[src/rtl/inst_mem_ctrl_pkg.sv]
// Shared types and defaults for the instruction-memory controller.
// FSM encoding and reset-time parameter defaults.
package inst_mem_ctrl_pkg;

    typedef enum logic [1:0] {
        ST_IDLE = 2'd0,
        ST_LOAD = 2'd1,
        ST_RUN  = 2'd2
    } state_t;

    localparam int DATA_W_DFLT  = 32;
    localparam int ADDR_W_DFLT  = 32;
    localparam int DEPTH_W_DFLT = 8;

endpackage

[src/rtl/inst_mem_ctrl_if.sv]
// Bundles the boot-load, fetch and RAM ports of the instruction-memory controller.
// slave = controller side, master = surrounding system (boot source, IF stage, RAM).
interface inst_mem_ctrl_if
    import inst_mem_ctrl_pkg::*;
#(
    parameter int DATA_W  = DATA_W_DFLT,
    parameter int ADDR_W  = ADDR_W_DFLT,
    parameter int DEPTH_W = DEPTH_W_DFLT
);
    logic               boot_start;
    logic [DEPTH_W:0]   ld_len;
    logic               ld_valid;
    logic [DATA_W-1:0]  ld_data;
    logic               ld_ready;
    logic               ld_done;
    logic               cpu_hold;
    logic               if_req;
    logic [ADDR_W-1:0]  if_addr;
    logic               if_valid;
    logic [DATA_W-1:0]  if_inst;
    logic               if_err;
    logic               mem_en;
    logic               mem_we;
    logic [DEPTH_W-1:0] mem_addr;
    logic [DATA_W-1:0]  mem_wdata;
    logic [DATA_W-1:0]  mem_rdata;

    modport slave (
        input  boot_start, ld_len, ld_valid, ld_data, if_req, if_addr, mem_rdata,
        output ld_ready, ld_done, cpu_hold, if_valid, if_inst, if_err,
               mem_en, mem_we, mem_addr, mem_wdata
    );

    modport master (
        output boot_start, ld_len, ld_valid, ld_data, if_req, if_addr, mem_rdata,
        input  ld_ready, ld_done, cpu_hold, if_valid, if_inst, if_err,
               mem_en, mem_we, mem_addr, mem_wdata
    );
endinterface

[src/rtl/inst_mem_ctrl.sv]
// Instruction-memory sequencer: boot-loads a program into a 1-cycle sync RAM,
// then serves IF-stage fetches with range/alignment checking.
module inst_mem_ctrl
    import inst_mem_ctrl_pkg::*;
#(
    parameter int DATA_W  = DATA_W_DFLT,
    parameter int ADDR_W  = ADDR_W_DFLT,
    parameter int DEPTH_W = DEPTH_W_DFLT
) (
    input  logic          clk,
    input  logic          rst_n,
    inst_mem_ctrl_if.slave bus
);

    localparam logic [DEPTH_W:0] LEN_ONE = (DEPTH_W + 1)'(1);
    localparam logic [DEPTH_W:0] LEN_MAX = {1'b1, {DEPTH_W{1'b0}}};

    state_t           state, state_nxt;
    logic [DEPTH_W:0] cnt, cnt_nxt;
    logic [DEPTH_W:0] len, len_nxt;
    logic [DEPTH_W:0] len_sat;
    logic             fetch_vld, fetch_vld_nxt;
    logic             fetch_err, fetch_err_nxt;
    logic             addr_ok;

    // Any ld_len with the top bit set is at least 2**DEPTH_W words.
    assign len_sat = bus.ld_len[DEPTH_W] ? LEN_MAX : bus.ld_len;
    assign addr_ok = (bus.if_addr[1:0] == 2'b00) &&
                     ((bus.if_addr >> (DEPTH_W + 2)) == '0);

    always_ff @(posedge clk or negedge rst_n) begin
        if (!rst_n) begin
            state     <= ST_IDLE;
            cnt       <= '0;
            len       <= '0;
            fetch_vld <= 1'b0;
            fetch_err <= 1'b0;
        end else begin
            state     <= state_nxt;
            cnt       <= cnt_nxt;
            len       <= len_nxt;
            fetch_vld <= fetch_vld_nxt;
            fetch_err <= fetch_err_nxt;
        end
    end

    always_comb begin
        state_nxt     = state;
        cnt_nxt       = cnt;
        len_nxt       = len;
        fetch_vld_nxt = 1'b0;
        fetch_err_nxt = 1'b0;
        bus.ld_ready  = 1'b0;
        bus.ld_done   = 1'b0;
        bus.cpu_hold  = 1'b1;
        bus.mem_en    = 1'b0;
        bus.mem_we    = 1'b0;
        bus.mem_addr  = '0;
        bus.mem_wdata = '0;

        unique case (state)
            ST_IDLE: begin
                if (bus.boot_start) begin
                    state_nxt = ST_LOAD;
                    cnt_nxt   = '0;
                    len_nxt   = len_sat;
                end
            end
            ST_LOAD: begin
                if (len == '0) begin
                    bus.ld_done = 1'b1;
                    state_nxt   = ST_RUN;
                end else begin
                    bus.ld_ready = 1'b1;
                    if (bus.ld_valid) begin
                        bus.mem_en    = 1'b1;
                        bus.mem_we    = 1'b1;
                        bus.mem_addr  = cnt[DEPTH_W-1:0];
                        bus.mem_wdata = bus.ld_data;
                        cnt_nxt       = cnt + LEN_ONE;
                        if (cnt == len - LEN_ONE) begin
                            bus.ld_done = 1'b1;
                            state_nxt   = ST_RUN;
                        end
                    end
                end
            end
            ST_RUN: begin
                bus.cpu_hold = 1'b0;
                // A reboot request pre-empts a fetch presented in the same cycle.
                if (bus.boot_start) begin
                    state_nxt = ST_LOAD;
                    cnt_nxt   = '0;
                    len_nxt   = len_sat;
                end else if (bus.if_req) begin
                    fetch_vld_nxt = 1'b1;
                    if (addr_ok) begin
                        bus.mem_en   = 1'b1;
                        bus.mem_addr = bus.if_addr[DEPTH_W+1:2];
                    end else begin
                        fetch_err_nxt = 1'b1;
                    end
                end
            end
            default: state_nxt = ST_IDLE;
        endcase
    end

    assign bus.if_valid = fetch_vld;
    assign bus.if_err   = fetch_vld & fetch_err;
    assign bus.if_inst  = (fetch_vld && !fetch_err) ? bus.mem_rdata : '0;

endmodule

[src/flat_wrapper.sv]
// flat-port wrapper written by rule: the top's interface ports become plain ports
module inst_mem_ctrl_flat import inst_mem_ctrl_pkg::*;
#(
    parameter int DATA_W  = DATA_W_DFLT,
    parameter int ADDR_W  = ADDR_W_DFLT,
    parameter int DEPTH_W = DEPTH_W_DFLT
)
  (clk, rst_n, bus_boot_start, bus_ld_len, bus_ld_valid, bus_ld_data, bus_if_req, bus_if_addr, bus_mem_rdata, bus_ld_ready, bus_ld_done, bus_cpu_hold, bus_if_valid, bus_if_inst, bus_if_err, bus_mem_en, bus_mem_we, bus_mem_addr, bus_mem_wdata);
  inst_mem_ctrl_if #(.DATA_W(DATA_W), .ADDR_W(ADDR_W), .DEPTH_W(DEPTH_W)) bus_i ();
  input  logic clk;
  input  logic rst_n;
  input wire logic [$bits(bus_i.boot_start)-1:0] bus_boot_start;
  input wire logic [$bits(bus_i.ld_len)-1:0] bus_ld_len;
  input wire logic [$bits(bus_i.ld_valid)-1:0] bus_ld_valid;
  input wire logic [$bits(bus_i.ld_data)-1:0] bus_ld_data;
  input wire logic [$bits(bus_i.if_req)-1:0] bus_if_req;
  input wire logic [$bits(bus_i.if_addr)-1:0] bus_if_addr;
  input wire logic [$bits(bus_i.mem_rdata)-1:0] bus_mem_rdata;
  output wire logic [$bits(bus_i.ld_ready)-1:0] bus_ld_ready;
  output wire logic [$bits(bus_i.ld_done)-1:0] bus_ld_done;
  output wire logic [$bits(bus_i.cpu_hold)-1:0] bus_cpu_hold;
  output wire logic [$bits(bus_i.if_valid)-1:0] bus_if_valid;
  output wire logic [$bits(bus_i.if_inst)-1:0] bus_if_inst;
  output wire logic [$bits(bus_i.if_err)-1:0] bus_if_err;
  output wire logic [$bits(bus_i.mem_en)-1:0] bus_mem_en;
  output wire logic [$bits(bus_i.mem_we)-1:0] bus_mem_we;
  output wire logic [$bits(bus_i.mem_addr)-1:0] bus_mem_addr;
  output wire logic [$bits(bus_i.mem_wdata)-1:0] bus_mem_wdata;
  assign bus_i.boot_start = bus_boot_start;
  assign bus_i.ld_len = bus_ld_len;
  assign bus_i.ld_valid = bus_ld_valid;
  assign bus_i.ld_data = bus_ld_data;
  assign bus_i.if_req = bus_if_req;
  assign bus_i.if_addr = bus_if_addr;
  assign bus_i.mem_rdata = bus_mem_rdata;
  assign bus_ld_ready = bus_i.ld_ready;
  assign bus_ld_done = bus_i.ld_done;
  assign bus_cpu_hold = bus_i.cpu_hold;
  assign bus_if_valid = bus_i.if_valid;
  assign bus_if_inst = bus_i.if_inst;
  assign bus_if_err = bus_i.if_err;
  assign bus_mem_en = bus_i.mem_en;
  assign bus_mem_we = bus_i.mem_we;
  assign bus_mem_addr = bus_i.mem_addr;
  assign bus_mem_wdata = bus_i.mem_wdata;
  inst_mem_ctrl #(.DATA_W(DATA_W), .ADDR_W(ADDR_W), .DEPTH_W(DEPTH_W)) u_core (.clk(clk), .rst_n(rst_n), .bus(bus_i));
endmodule
[config.mk]
export PLATFORM = sky130hd
export DESIGN_NAME = inst_mem_ctrl_flat
export DESIGN_NICKNAME = d
export VERILOG_FILES = /design/src/rtl/inst_mem_ctrl_pkg.sv /design/src/rtl/inst_mem_ctrl_if.sv /design/src/rtl/inst_mem_ctrl.sv /design/src/flat_wrapper.sv
export SDC_FILE = /design/constraint.sdc
export NUM_CORES = 1
export LEC_CHECK = 0
export ABC_CLOCK_PERIOD_IN_PS = 4100
export BUFFER_PORTS_ARGS = -buffer_cell sky130_fd_sc_hd__buf_2
export CAP_MARGIN = 0
export CORE_MARGIN = 2
export CORE_UTILIZATION = 30
export CTS_BUF_LIST = sky130_fd_sc_hd__clkbuf_16
export CTS_CLUSTER_SIZE = 20
export DETAILED_ROUTE_END_ITERATION = 8
export HOLD_SLACK_MARGIN = 0.1
export PLACE_DENSITY = 0.69
export SETUP_SLACK_MARGIN = 0.3
export SLEW_MARGIN = 20
export SYNTH_ARGS = -nofsm -noshare
export SYNTH_HDL_FRONTEND = slang
export SYNTH_SLANG_ARGS = --single-unit
[constraint.sdc]
create_clock -name clk -period 4.1 [get_ports clk]
set_clock_uncertainty 0.1 [all_clocks]
set_input_delay 1.23 -clock clk [delete_from_list [all_inputs] [get_ports clk]]
set_output_delay 1.23 -clock clk [all_outputs]
set_load 0.02 [all_outputs]
==> qor.yml, run 1 <==
floorplan:
  initial_core_util_pct: 30.7
  core_area_um2: 6720
  std_cell_rows: 30
  die_x_um: 87.0
  die_h_um: 87.0
  ios: 189
  die_area_um2: 7570
timing:
  final.setup.tns_ns: 0
  slew_headroom_pct: 64.8
  period_needed_ns: 3.88
  final-max-slew-violation-count: 0
  tightest_slew_ns: 0.528
  hold_viol: 0
  rsz0062_at_grt: "yes"
  fmax_mhz: 258
  finalCritPeriodShare_pct: 94.7
  report.final.setup_viol: 0
  setup_slack_ns: 0.218
final_layout:
  drive_gt1_share_pct: 52.4
  multi_input_area_um2: 1600
  layout_common_cells: "buf_2, and2_1, o21ai_0"
  mostFrequentLayoutCell: "buf_2"
  seq_area_um2: 556
  area_delta_synth_final_pct: 66.9
  final_nets: 574
  fillCellCount: 671
  antenna_cells: 0
clock_tree:
  cts_root_buf: "clkbuf_16"
  cts.sinks: 22
  numCtsBuffers: 3
  insertion_delay_ns: 0.26
  cts_hold_buf: 0
  cts_max_path_buffers: 2
  cts_tree: "yes"
  htree_levels: 1
  clk_pin_slew_ns: 0.06
logic_synthesis:
  synthDistinctLibCells: 43
  synth_top_area_share_pct: 26.7
  yosys.area.top_type: "dfrtp_1"
  synthAdderAreaFrac_pct: 3.63
  synthCells: 270
  yosysWarnings: 0
  synth_compound_area_share_pct: 15.6
  synth_edf_count: 0
  synthesis.nets: 386
  synthMuxAreaShare_pct: 1.03
  yosysSeqAreaShare_pct: 26.7
  synth-xor-area-share_pct: 4.24
  synth_ff_type: "dfrtp_1"
  synth-simple-area-share_pct: 45.2
  ys_top_cells_by_area: "dfrtp_1, and2_1, o21ai_0, nor2b_1, ha_1"
  syn_area_per_cell_um2: 7.65
  netlist_area_um2: 2070
  synth_top_family_by_area: "simple AND/OR/NAND/NOR gates"
  async_reset_ff_share_pct: 100
  synth_seq_cells: 22
power:
  vdd_ir_drop_max_uv: 178
  power.total_mw: 1.49
  p_leak_nw: 1.81
  powerDensity_nw_per_um2: 431
worst_setup_path:
  path_class: "in2out"
  max_stage_delay_ns: 0.27
  cpMaxStageDelayCell: "nor4_2"
  crit_fanout: 5
  cp-end-kind: "output pin"
  cp_common_cell: "buf_6"
  required_ns: 2.77
  worstPathCellList: "buf_6, nor4_2, nand4_1, nor2_4, and2_4, a22oi_1, nor2b_2, buf_6"
  cp-start-kind: "input port"
  critPathArrivalTime_ns: 2.55
drt:
  routedWlPerCell_um: 14.8
  drc: 0
  wl_um: 7960
  drt-initial-drc-count: 74
  ant_nets: 0
  routed_via_density: 4.88
  num_vias: 2616
  dr.pass1.iters: 4
global_routing:
  grt_pass1_vias: 2259
  overflow: 0
  grt_pass1_wl_um: 11000
  antenna_found_initial: 0
  grt_max_degree: 36
  grt_use_total_pct: 18.6
run_status:
  status: "finished clean"
run:
  cap_violations: 0
hold_path:
  hold_path.class: "reg2reg"
placed_design:
  dp_hpwl_um: 6070
  io_buffer_count: 188
  gp_congestion: 0.854
  dp_slack_ns: 0.0764
final cells by class:
class	instances	area share, %
tap	80	2.90
clock buffer	3	2.18
multi-input combinational	229	46.4
timing repair buffer	197	31.9
inverter	5	0.544
sequential	22	16.1
worst max-delay path: cells and delay by family:
| family | cells | cell delay (ns) |
|---|---|---|
| buffers and inverters | 2 | 0.22 |
| and+or+nand+nor | 5 | 0.99 |
| AOI/OAI and AO/OA | 1 | 0.11 |
state kept, by name (all words and copies together) (netlist names):
| register | flops |
|---|---|
| u_core.bus.if_valid | 1 |
| u_core.fetch_err | 1 |
| u_core.state | 2 |
| u_core.len | 9 |
| u_core.cnt | 9 |
layer usage:
layer / share of wire [%] / GRT usage (%)
met1: 39 / 21.8
met2: 52 / 33.4
met3: 8.2 / 4.45
met4: 0.94 / 5.54
met5: 0 / 0
where the power goes:
part	total, mW	internal, mW	switching [mW]	leakage (nW)
registers	0.364	0.273	0.0907	0.289
logic	0.913	0.415	0.498	1.48
clock network	0.209	0.129	0.0798	0.0370
total	1.49	0.817	0.668	1.81
cells by family (layout without fill, tap and decap cells):
logic type	after synthesis	in the layout
muxes	2	2
and+or+nand+nor	159	160
AOI/OAI and AO/OA	51	51
xor gates and xnor gates	10	10
adders and majority gates	6	6
buffers and inverters	20	205
DFF	22	22
per-stage QoR:
step	cell area [um2]	hold WS [ns]	util, %	std cells
2_1_floorplan	2090	0.365	-	270
3_5_place_dp	3110	0.401	46.3	528
5_1_grt	3450	0.444	51.3	536
6_report	3450	0.440	51.3	536
3_3_place_gp	3110	0.404	46.3	528
4_1_cts	3330	0.409	49.6	536
final timing paths:
check,startpoint,end,slack (ns),depth (start not counted)
worst max-delay path,bus_if_addr[30],bus_mem_addr[1],0.22,8
worst min-delay path,u_core.cnt[8]$_DFFE_PN0P_,u_core.cnt[8]$_DFFE_PN0P_,0.44,1
worst max register to register,u_core.state[0]$_DFFE_PN0P_,u_core.state[0]$_DFFE_PN0P_,1.79,8
worst min register to register,u_core.cnt[8]$_DFFE_PN0P_,u_core.cnt[8]$_DFFE_PN0P_,0.44,1
max in group asynchronous,rst_n,u_core.len[3]$_DFFE_PN0P_,2.67,1
min in group asynchronous,rst_n,u_core.len[2]$_DFFE_PN0P_,0.84,1
synth_stat cells, types with 2 or more instances:
library cell   n
xor2_1         4
a31oi_1        5
o31ai_1        3
nand4_1        2
a22oi_1        8
o21ai_0       24
o21ai_1        2
or2_2          3
inv_1          5
nor2b_1       13
and3_1         4
nand2_1       16
or3_1          3
nand4b_1       3
nor4_1         7
dfrtp_1       22
nand2b_1      12
nor3_1         3
and2_1        68
nor2_1        13
xnor2_1        6
clkbuf_1      14
ha_1           6
nand3_1        5
timing repair:
action	4_1_cts	5_1_grt
resized for setup	29	25
pin swaps	8	5
gates cloned	1	0
setup buffers	4	0
setup endpoints to repair	10	10
(Power assumes the default switching activity.)
==> inputs of run 2 (changes only) <==
PLACE_DENSITY = default   (was 0.69)
PLACE_DENSITY_LB_ADDON = 0.25   (was default)
==> run 2 against run 1 <==
  * Sequential share of layout area is 0.21 points lower
  * Count of clock-buffer cells in the layout stayed put
  * Largest power group unchanged
  * Largest cell class unchanged
  * First-iteration DRC count is 38% higher
  * Core utilization is 0.56 points higher
==> qor.yml, run 2 (synthesized netlist as in run 1, its figures left out) <==
floorplan:
  initial_core_util_pct: 30.7  # unchanged
  std_cell_rows: 30  # unchanged
  ios: 189  # unchanged
  core_area_um2: 6720  # unchanged
  die_h_um: 87.0  # unchanged
  die_x_um: 87.0  # unchanged
  die_area_um2: 7570  # unchanged
global_routing:
  overflow: 0  # unchanged
  grt_use_total_pct: 19.3  # +0.70 points
  grt_max_degree: 33  # -8.3%
  grt_pass1_wl_um: 11500  # +4.6%
  antenna_found_initial: 1  # +1
  grt_pass1_vias: 2329  # +3.1%
worst_setup_path:
  cp-end-kind: "output pin"
  crit_fanout: 5  # unchanged
  worstPathCellList: "buf_6, nor4_4, nand4_1, nor2_2, and2_4, a22oi_2, nor2b_2, buf_6"
  path_class: "in2out"
  max_stage_delay_ns: 0.27  # about the same
  cpMaxStageDelayCell: "nor4_4"
  cp-start-kind: "input port"
  path_buf_inv: 2  # unchanged
  setup.worst_path.start: "bus_if_addr[1]"
  cp_common_cell: "buf_6"
  reg2reg_from: "u_core.len[2]$_DFFE_PN0P_"
  critPathTopFamily: "simple AND/OR/NAND/NOR gates"
  required_ns: 2.77  # about the same
  critPathArrivalTime_ns: 2.54  # about the same
drt:
  dr.pass1.iters: 4  # unchanged
  ant_nets: 0  # unchanged
  routedWlPerCell_um: 15.5  # +4.2%
  routed_via_density: 4.94  # +1.1%
  drc: 0  # unchanged
  num_vias: 2665  # +1.9%
  wl_um: 8350  # +5.0%
  drt-initial-drc-count: 102  # +38%
timing:
  tightest_slew_ns: 0.522  # -0.00605 ns
  hold_viol: 0  # unchanged
  period_needed_ns: 3.87  # -0.0138 ns
  fmax_mhz: 259  # +0.36%
  slew_headroom_pct: 65.2  # +0.40 points
  finalCritPeriodShare_pct: 94.3  # -0.34 points
  hold_ws_ns: 0.418  # -0.0216 ns
  setup_slack_ns: 0.232  # +0.0138 ns
  rsz0062_at_grt: "yes"
  final.setup.tns_ns: 0  # unchanged
  final-max-slew-violation-count: 0  # unchanged
  report.final.setup_viol: 0  # unchanged
final_layout:
  final_nets: 577  # +0.52%
  final_util_pct: 51.9  # +0.56 points
  mostFrequentLayoutCell: "buf_2"
  area_delta_synth_final_pct: 68.7
  drive_gt1_share_pct: 52.3  # -0.12 points
  layout_common_cells: "buf_2, and2_1, o21ai_0"
  finalInstanceArea_um2: 3490  # +1.1%
  fillCellCount: 650  # -3.1%
  reg.largest.list: "u_core.cnt (9), u_core.len (9), u_core.state (2)"
placed_design:
  gp_congestion: 0.820  # -3.9%
  dp_hpwl_um: 6280  # +3.5%
  dpl_cell_area_um2: 3120  # +0.24%
  dp_slack_ns: 0.0357  # -0.0408 ns
  io_buffer_count: 188  # unchanged
hold_path:
  hold_path.class: "reg2reg"
  hp-start: "u_core.len[1]$_DFFE_PN0P_"
clock_tree:
  numCtsBuffers: 3  # unchanged
  cts.sinks: 22  # unchanged
  insertion_delay_ns: 0.25  # about the same
  cts_tree: "yes"
  cts_root_buf: "clkbuf_16"
  cts_hold_buf: 0  # unchanged
  clk_pin_slew_ns: 0.06  # about the same
  htree_levels: 1  # unchanged
  cts_max_path_buffers: 2  # unchanged
power:
  vdd_ir_drop_max_uv: 178  # +0.11%
  p_leak_nw: 1.82  # +0.87%
  powerDensity_nw_per_um2: 430  # -0.10%
run:
  cap_violations: 0  # unchanged
run_status:
  status: "finished clean"
==> run 2: final timing paths <==
check                                              end  slack (ns)  cells after the start
setup / recovery                       bus_mem_addr[7]        0.23                      8
hold / removal               u_core.len[1]$_DFFE_PN0P_        0.42                      2
setup reg to reg           u_core.state[1]$_DFFE_PN0P_        1.75                      7
hold reg to reg              u_core.len[1]$_DFFE_PN0P_        0.42                      2
max in group asynchronous    u_core.len[3]$_DFFE_PN0P_        2.67                      1
min in group asynchronous    u_core.len[0]$_DFFE_PN0P_        0.85                      1
==> run 2: timing repair <==
| action | in CTS | in global routing |
|---|---|---|
| resized for setup | 41 | 16 |
| cloned | 1 | 0 |
| pin swaps | 11 | 8 |
| setup buffers | 2 | 4 |
| endpoints found under the setup margin | 32 | 10 |
==> run 2: layout make-up <==
class / count / area (um2) / share of cell area [%]
well taps: 80 / 100 / 2.87
flip-flops and latches: 22 / 554 / 15.9
diodes: 1 / 2.50 / 0.0718
multi-input cells: 229 / 1600 / 45.8
inverters: 5 / 18.8 / 0.538
repair buffers: 200 / 1140 / 32.6
clock buffers: 3 / 75.1 / 2.15
==> run 2: power by group <==
group / internal (mW) / switching [mW] / leakage, nW
Combinational: 0.428 / 0.518 / 1.50
Sequential: 0.272 / 0.0769 / 0.290
Clock: 0.129 / 0.0762 / 0.0370
==> run 2: stage by stage <==
| stage | instances | power (mW) |
|---|---|---|
| 5_1_grt | 540 | 1.62 |
| 3_5_place_dp | 529 | 1.19 |
| 2_1_floorplan | 270 | 0.919 |
| 6_report | 540 | 1.50 |
| 4_1_cts | 535 | 1.44 |
| 3_3_place_gp | 529 | 1.18 |
==> run 2: routing by layer <==
layer / part of all wire, % / vias to the layer above / global-route usage (%) / wire length, um
met5: 0 / - / 0 / 0
met4: 0.30 / 0 / 3.13 / 25
met3: 8.0 / 4 / 5.02 / 666
met2: 51 / 112 / 33.7 / 4300
met1: 40 / 1239 / 24.1 / 3360
li1: - / 1310 / - / -
==> run 2: tightest hold or removal path, cell delays in order, from the launching register on <==
cell,delay [ns]
dfrtp_2,0.37
nand2_1,0.05
o21ai_0,0.06
